[src/rtl/mipi_phy_ser_lane.sv]
// mipi_phy_ser_lane
// Single-lane MIPI D-PHY transmit sequencer. It takes a byte stream over a
// valid/ready handshake and produces, every byte-clock cycle, the LP line
// levels, the HS driver enable and the 8-bit word for an external 8:1 DDR
// serializer (bit 0 first). Each burst runs:
//   LP-11 -> LP-01 -> LP-00 -> HS-zero -> 0xB8 -> payload -> trail -> LP-11.
//
// Ports
//   clk        byte clock, rising edge
//   resetb     synchronous active-low reset
//   din        payload byte, bit 0 on the wire first
//   din_valid  din is valid
//   din_last   din is the final byte of the packet
//   din_ready  byte accepted on an edge where din_valid && din_ready
//   lp_p/lp_n  LP driver levels for Dp/Dn
//   hs_oe      HS driver enable
//   hs_data    parallel HS word to the serializer
//   busy       high in every state except ST_STOP
//   underflow  one-cycle pulse when the packet ends without din_last
module mipi_phy_ser_lane #(
  parameter int T_LPX        = 2,
  parameter int T_HS_PREPARE = 2,
  parameter int T_HS_ZERO    = 4,
  parameter int T_HS_TRAIL   = 2,
  parameter int T_HS_EXIT    = 2
) (
  input  logic       clk,
  input  logic       resetb,
  input  logic [7:0] din,
  input  logic       din_valid,
  input  logic       din_last,
  output logic       din_ready,
  output logic       lp_p,
  output logic       lp_n,
  output logic       hs_oe,
  output logic [7:0] hs_data,
  output logic       busy,
  output logic       underflow
);

  typedef enum logic [2:0] {
    ST_STOP, ST_LPX, ST_PREP, ST_ZERO, ST_SYNC, ST_DATA, ST_TRAIL, ST_EXIT
  } state_t;

  localparam logic [7:0] SYNC_WORD  = 8'hB8;
  // The shared counter is loaded with duration-1 on entry and the state
  // advances when it reads zero, so each timed state lasts exactly its count.
  localparam logic [7:0] LPX_LOAD   = 8'(T_LPX - 1);
  localparam logic [7:0] PREP_LOAD  = 8'(T_HS_PREPARE - 1);
  localparam logic [7:0] ZERO_LOAD  = 8'(T_HS_ZERO - 1);
  localparam logic [7:0] TRAIL_LOAD = 8'(T_HS_TRAIL - 1);
  localparam logic [7:0] EXIT_LOAD  = 8'(T_HS_EXIT - 1);

  state_t     state, state_nxt;
  logic [7:0] cnt, cnt_nxt;
  logic       last_seen, last_seen_nxt;
  logic [7:0] hs_data_nxt;
  logic       underflow_nxt;
  logic       lp_p_nxt, lp_n_nxt, hs_oe_nxt, busy_nxt;
  logic [7:0] trail_word;

  // Once the last byte has been taken the lane must not accept another one
  // while that byte is still on the wire.
  assign din_ready = ((state == ST_SYNC) || (state == ST_DATA)) && !last_seen && din_valid;

  // Trail drives the complement of the final HS bit (bit 7 is sent last).
  assign trail_word = hs_data[7] ? 8'h00 : 8'hFF;

  always_comb begin
    // NOTE: every signal written here gets a default first so no path through
    // the case statement can infer a latch.
    state_nxt     = state;
    cnt_nxt       = cnt;
    hs_data_nxt   = 8'h00;
    underflow_nxt = 1'b0;
    last_seen_nxt = 1'b0;
    case (state)
      ST_STOP: begin
        // The request byte is only sampled here, not consumed.
        if (din_valid) begin
          state_nxt = ST_LPX;
          cnt_nxt   = LPX_LOAD;
        end
      end
      ST_LPX: begin
        if (cnt == 8'd0) begin
          state_nxt = ST_PREP;
          cnt_nxt   = PREP_LOAD;
        end else begin
          cnt_nxt = cnt - 8'd1;
        end
      end
      ST_PREP: begin
        if (cnt == 8'd0) begin
          state_nxt = ST_ZERO;
          cnt_nxt   = ZERO_LOAD;
        end else begin
          cnt_nxt = cnt - 8'd1;
        end
      end
      ST_ZERO: begin
        if (cnt == 8'd0) begin
          state_nxt   = ST_SYNC;
          cnt_nxt     = 8'd0;
          hs_data_nxt = SYNC_WORD;
        end else begin
          cnt_nxt = cnt - 8'd1;
        end
      end
      ST_SYNC, ST_DATA: begin
        if (last_seen) begin
          state_nxt   = ST_TRAIL;
          cnt_nxt     = TRAIL_LOAD;
          hs_data_nxt = trail_word;
        end else if (din_valid) begin
          state_nxt     = ST_DATA;
          hs_data_nxt   = din;
          last_seen_nxt = din_last;
        end else begin
          // HS cannot stall: a missing byte ends the packet early.
          state_nxt     = ST_TRAIL;
          cnt_nxt       = TRAIL_LOAD;
          hs_data_nxt   = trail_word;
          underflow_nxt = 1'b1;
        end
      end
      ST_TRAIL: begin
        if (cnt == 8'd0) begin
          state_nxt = ST_EXIT;
          cnt_nxt   = EXIT_LOAD;
        end else begin
          cnt_nxt     = cnt - 8'd1;
          hs_data_nxt = hs_data;
        end
      end
      ST_EXIT: begin
        if (cnt == 8'd0) begin
          state_nxt = ST_STOP;
          cnt_nxt   = 8'd0;
        end else begin
          cnt_nxt = cnt - 8'd1;
        end
      end
      default: begin
        state_nxt = ST_STOP;
        cnt_nxt   = 8'd0;
      end
    endcase
  end

  // Line levels are decoded from the next state so they register on the same
  // edge as the state itself.
  always_comb begin
    lp_p_nxt  = 1'b0;
    lp_n_nxt  = 1'b0;
    hs_oe_nxt = 1'b0;
    busy_nxt  = 1'b1;
    case (state_nxt)
      ST_STOP:  begin lp_p_nxt = 1'b1; lp_n_nxt = 1'b1; busy_nxt = 1'b0; end
      ST_LPX:   lp_n_nxt = 1'b1;
      ST_PREP:  ;
      ST_EXIT:  begin lp_p_nxt = 1'b1; lp_n_nxt = 1'b1; end
      default:  hs_oe_nxt = 1'b1;
    endcase
  end

  always_ff @(posedge clk) begin
    // NOTE: non-blocking assignments so every register updates from the
    // pre-edge values, independent of statement order.
    if (!resetb) begin
      state     <= ST_STOP;
      cnt       <= 8'd0;
      last_seen <= 1'b0;
      lp_p      <= 1'b1;
      lp_n      <= 1'b1;
      hs_oe     <= 1'b0;
      hs_data   <= 8'h00;
      busy      <= 1'b0;
      underflow <= 1'b0;
    end else begin
      state     <= state_nxt;
      cnt       <= cnt_nxt;
      last_seen <= last_seen_nxt;
      lp_p      <= lp_p_nxt;
      lp_n      <= lp_n_nxt;
      hs_oe     <= hs_oe_nxt;
      hs_data   <= hs_data_nxt;
      busy      <= busy_nxt;
      underflow <= underflow_nxt;
    end
  end

endmodule

[config.mk]
export PLATFORM = sky130hd
export DESIGN_NAME = mipi_phy_ser_lane
export DESIGN_NICKNAME = d
export VERILOG_FILES = /design/src/rtl/mipi_phy_ser_lane.sv
export SDC_FILE = /design/constraint.sdc
export NUM_CORES = 1
export LEC_CHECK = 0
export ABC_AREA = 1
export BUFFER_PORTS_ARGS = -buffer_cell sky130_fd_sc_hd__buf_2
export CAP_MARGIN = 10
export CORE_UTILIZATION = 50
export DETAILED_ROUTE_END_ITERATION = 16
export GPL_TIMING_DRIVEN = 0
export PLACE_DENSITY = 0.71
export SLEW_MARGIN = 20
export SYNTH_ARGS = -nofsm -noshare
export SYNTH_HDL_FRONTEND = slang
export SYNTH_SLANG_ARGS = --single-unit
[constraint.sdc]
create_clock -name clk -period 1.65 [get_ports clk]
set_input_delay 0.33 -clock clk [delete_from_list [all_inputs] [get_ports clk]]
set_output_delay 0.33 -clock clk [all_outputs]
set_load 0.02 [all_outputs]
==> results.sh <==
export IMPL_power_uw=2740
export IMPL_end_kind="primary output"
export IMPL_drt_iter0_drc=22
export IMPL_cts_sinks=25
export IMPL_wl_per_cell_um=10.3
export IMPL_die_y_um=52.8
export IMPL_hp_start="din_valid"
export IMPL_crit_path_top_delay_cell="dfxtp_2"
export IMPL_grt_use_met3_pct=2.90
export IMPL_portBuffers=25
export IMPL_fin_crit_sh_pct=92.3
export IMPL_r2r_setup_slack_ns=0.14
export IMPL_layout_commonest_cell="nand2_1"
export IMPL_reg2reg_to="lp_p$_SDFF_PN1_"
export IMPL_max_stage_delay_ns=0.39
export IMPL_place_gp_congestion=0.843
export IMPL_tritoncts="yes"
export IMPL_drv_slew=0
export IMPL_coreArea_sq_um=2450
export IMPL_power_density_nw_per_um2=1830
export IMPL_grt_overflow=0
export IMPL_diodes=0
export IMPL_wirelength_um=2470
export IMPL_syn_inst=179
export IMPL_min_period_ns=1.52
export IMPL_clk_latency_ns=0.33
export IMPL_p_int_uw=1390
export IMPL_worst_pin_slew_ns=0.410
export IMPL_synthesis_nets=193
export IMPL_final_area_sq_um=1500
export IMPL_critPathLaunch="state[1]$_SDFF_PN0_"
export IMPL_worstPathCellList="inv_2 -> nand2_4 -> nor2_4 -> buf_2"
export IMPL_critPathArrivalTime_ns=1.19
export IMPL_drtPass1Iterations=4
export IMPL_whs_path_depth=2
export IMPL_htree_levels=1
export IMPL_synth_seq_area_share_pct=38.8
export IMPL_drc=0
export IMPL_total_leakage_power_uw=0.000709
export IMPL_grt_max_degree=16
export IMPL_fin_tns_setup_ns=0
export IMPL_seqPwrFrac_pct=34.0
export IMPL_hold_viol_final=0
export IMPL_place_area_sq_um=1450
export IMPL_pin_count=26
export IMPL_fp_dieArea_sq_um=2790
export IMPL_holdWs_ns=0.177
export IMPL_vias=1182
export IMPL_floorplan_initialDensity_pct=52.6
export IMPL_p_switching_uw=1350
export IMPL_ant_nets=0
export IMPL_power_frac_clock_pct=10.3
export IMPL_grt_use_met2_pct=36.9
export IMPL_path_depth=4
export IMPL_r2r_start="cnt[0]$_SDFFE_PN0P_"
export IMPL_setup_violations=0
export IMPL_hpwlAfterDp_um=1960
export IMPL_path_delay_family="flip-flops"
export IMPL_yosysUniqueCellTypes=24
export IMPL_die_w_um=52.8
export IMPL_crit_required_ns=1.32
export IMPL_sw_frac_of_total_pct=49.1
export IMPL_met1_usage_pct=23.1
export IMPL_viasPerCell=4.95
export IMPL_post_route_cells_drive_above_1_share_pct=25.8
export IMPL_largestRegisters="cnt x8, hs_data x8, state x3"
export IMPL_ctsHoldBuffers=0
export IMPL_fin_skew_ns=0.00797
export IMPL_grt_pass1_vias=1054
export IMPL_worst_setup_path_start_kind="flip-flop"
export IMPL_clock_fmax_mhz=656
export IMPL_yosysWarnings=0
export IMPL_track_usage_pct=20.2
export IMPL_grt_antenna_before_repair=0
export IMPL_top_usage_layer="met2"
export IMPL_area_delta_synth_final_pct=15.8
export IMPL_fin_nets=224
export IMPL_holdPathEnd="underflow$_SDFF_PP0_"
export IMPL_maxCapViolations=0
export IMPL_syn_avg_cell_area_sq_um=7.21
export IMPL_path_class="reg2out"
export IMPL_root_buffer="clkbuf_4"
export IMPL_numCtsBuffers=3
export IMPL_relSlewSlack_pct=72.7
export IMPL_num_rows=18
export IMPL_critPathMaxFanout=7
export IMPL_status="finished, final reports clean"
export IMPL_final_cell_mix="nand2_1, inv_1, buf_2"
export IMPL_mappedNetlistArea_sq_um=1290
export IMPL_min_path_type="in2reg"
export IMPL_power_frac_comb_pct=55.6
export IMPL_clkTransAtPathRegs_ns=0.14
export IMPL_grt_pass1_wl_um=4200
export IMPL_rsz0062_at_grt="false"
export IMPL_path_buf_inv=2
export IMPL_vdd_ir_drop_max_uv=1080
export IMPL_ys_ff_latch=25
export IMPL_clockBufferDepth=2
export IMPL_reg2regPathDepth=9
-- metal layers --
layer / wire length [um] / vias to the layer above / part of all wire, %
met5: 0 / - / 0
met4: 32 / 0 / 1.3
met3: 90 / 4 / 3.6
met2: 1260 / 26 / 51
met1: 1090 / 532 / 44
li1: - / 620 / -
-- area by class of cell --
type	instances	area, sq um
plain buffers	2	15.0
clock buffers	3	22.5
clock inverters	1	7.51
fillers	234	960
inverters	30	115
multi-input cells	122	663
flip-flops and latches	25	502
well taps	30	37.5
repair buffers	26	133
-- power groups by stage --
stage / Sequential (uW) / Combinational (uW) / Clock (uW)
after floorplan: 971 / 1190 / 0
after global placement: 930 / 1470 / 0
after detailed placement: 942 / 1520 / 0
after CTS: 930 / 1530 / 290
after global routing: 954 / 1710 / 315
final: 932 / 1520 / 283
-- worst max-delay path by stage --
stage / slack (ns) / to
5_1_grt: 0.002 / lp_p$_SDFF_PN1_
4_1_cts: 0.07 / din_ready
3_3_place_gp: 0.16 / lp_p$_SDFF_PN1_
2_1_floorplan: 0.32 / lp_p$_SDFF_PN1_
3_5_place_dp: 0.11 / lp_p$_SDFF_PN1_
6_report: 0.13 / din_ready
-- metrics by stage --
step,utilization (%),cells,setup slack [ns]
after floorplan,-,179,0.316
after CTS,60.8,239,0.0701
after detailed placement,59.2,234,0.111
final,60.9,239,0.126
after global routing,60.9,239,0.00232
after global placement,59.2,234,0.160
-- repair_timing --
action                     4_1_cts  5_1_grt
setup endpoints to repair        1        3
setup buffers                    1        0
resized for setup                0        2
pin swaps                        1        2
-- synth_stat cells, drive strengths merged --
cell | number | share of area [%]
dfxtp | 25 | 39
xor2 | 3 | 2.0
nand3 | 12 | 6.4
buf | 1 | 0.87
nor2 | 22 | 11
o21ai | 4 | 1.6
inv | 30 | 8.9
clkbuf | 1 | 0.29
nor3 | 4 | 1.9
a31oi | 8 | 3.9
nand2 | 57 | 19
nor4 | 1 | 0.48
nand4 | 3 | 1.5
ha | 2 | 1.9
a21oi | 6 | 2.3
-- logic make-up (layout without fill, tap and decap cells) --
| family | count (synthesis) | in the layout | synth area share, % |
|---|---|---|---|
| buffers and inverters | 32 | 62 | 10.1 |
| adders and majority gates | 2 | 2 | 1.94 |
| xor gates and xnor gates | 3 | 3 | 2.04 |
| and+or+nand+nor | 99 | 99 | 39.4 |
| AOI/OAI and AO/OA | 18 | 18 | 7.75 |
| DFF | 25 | 25 | 38.8 |
Power figures use the tool's default switching activity.
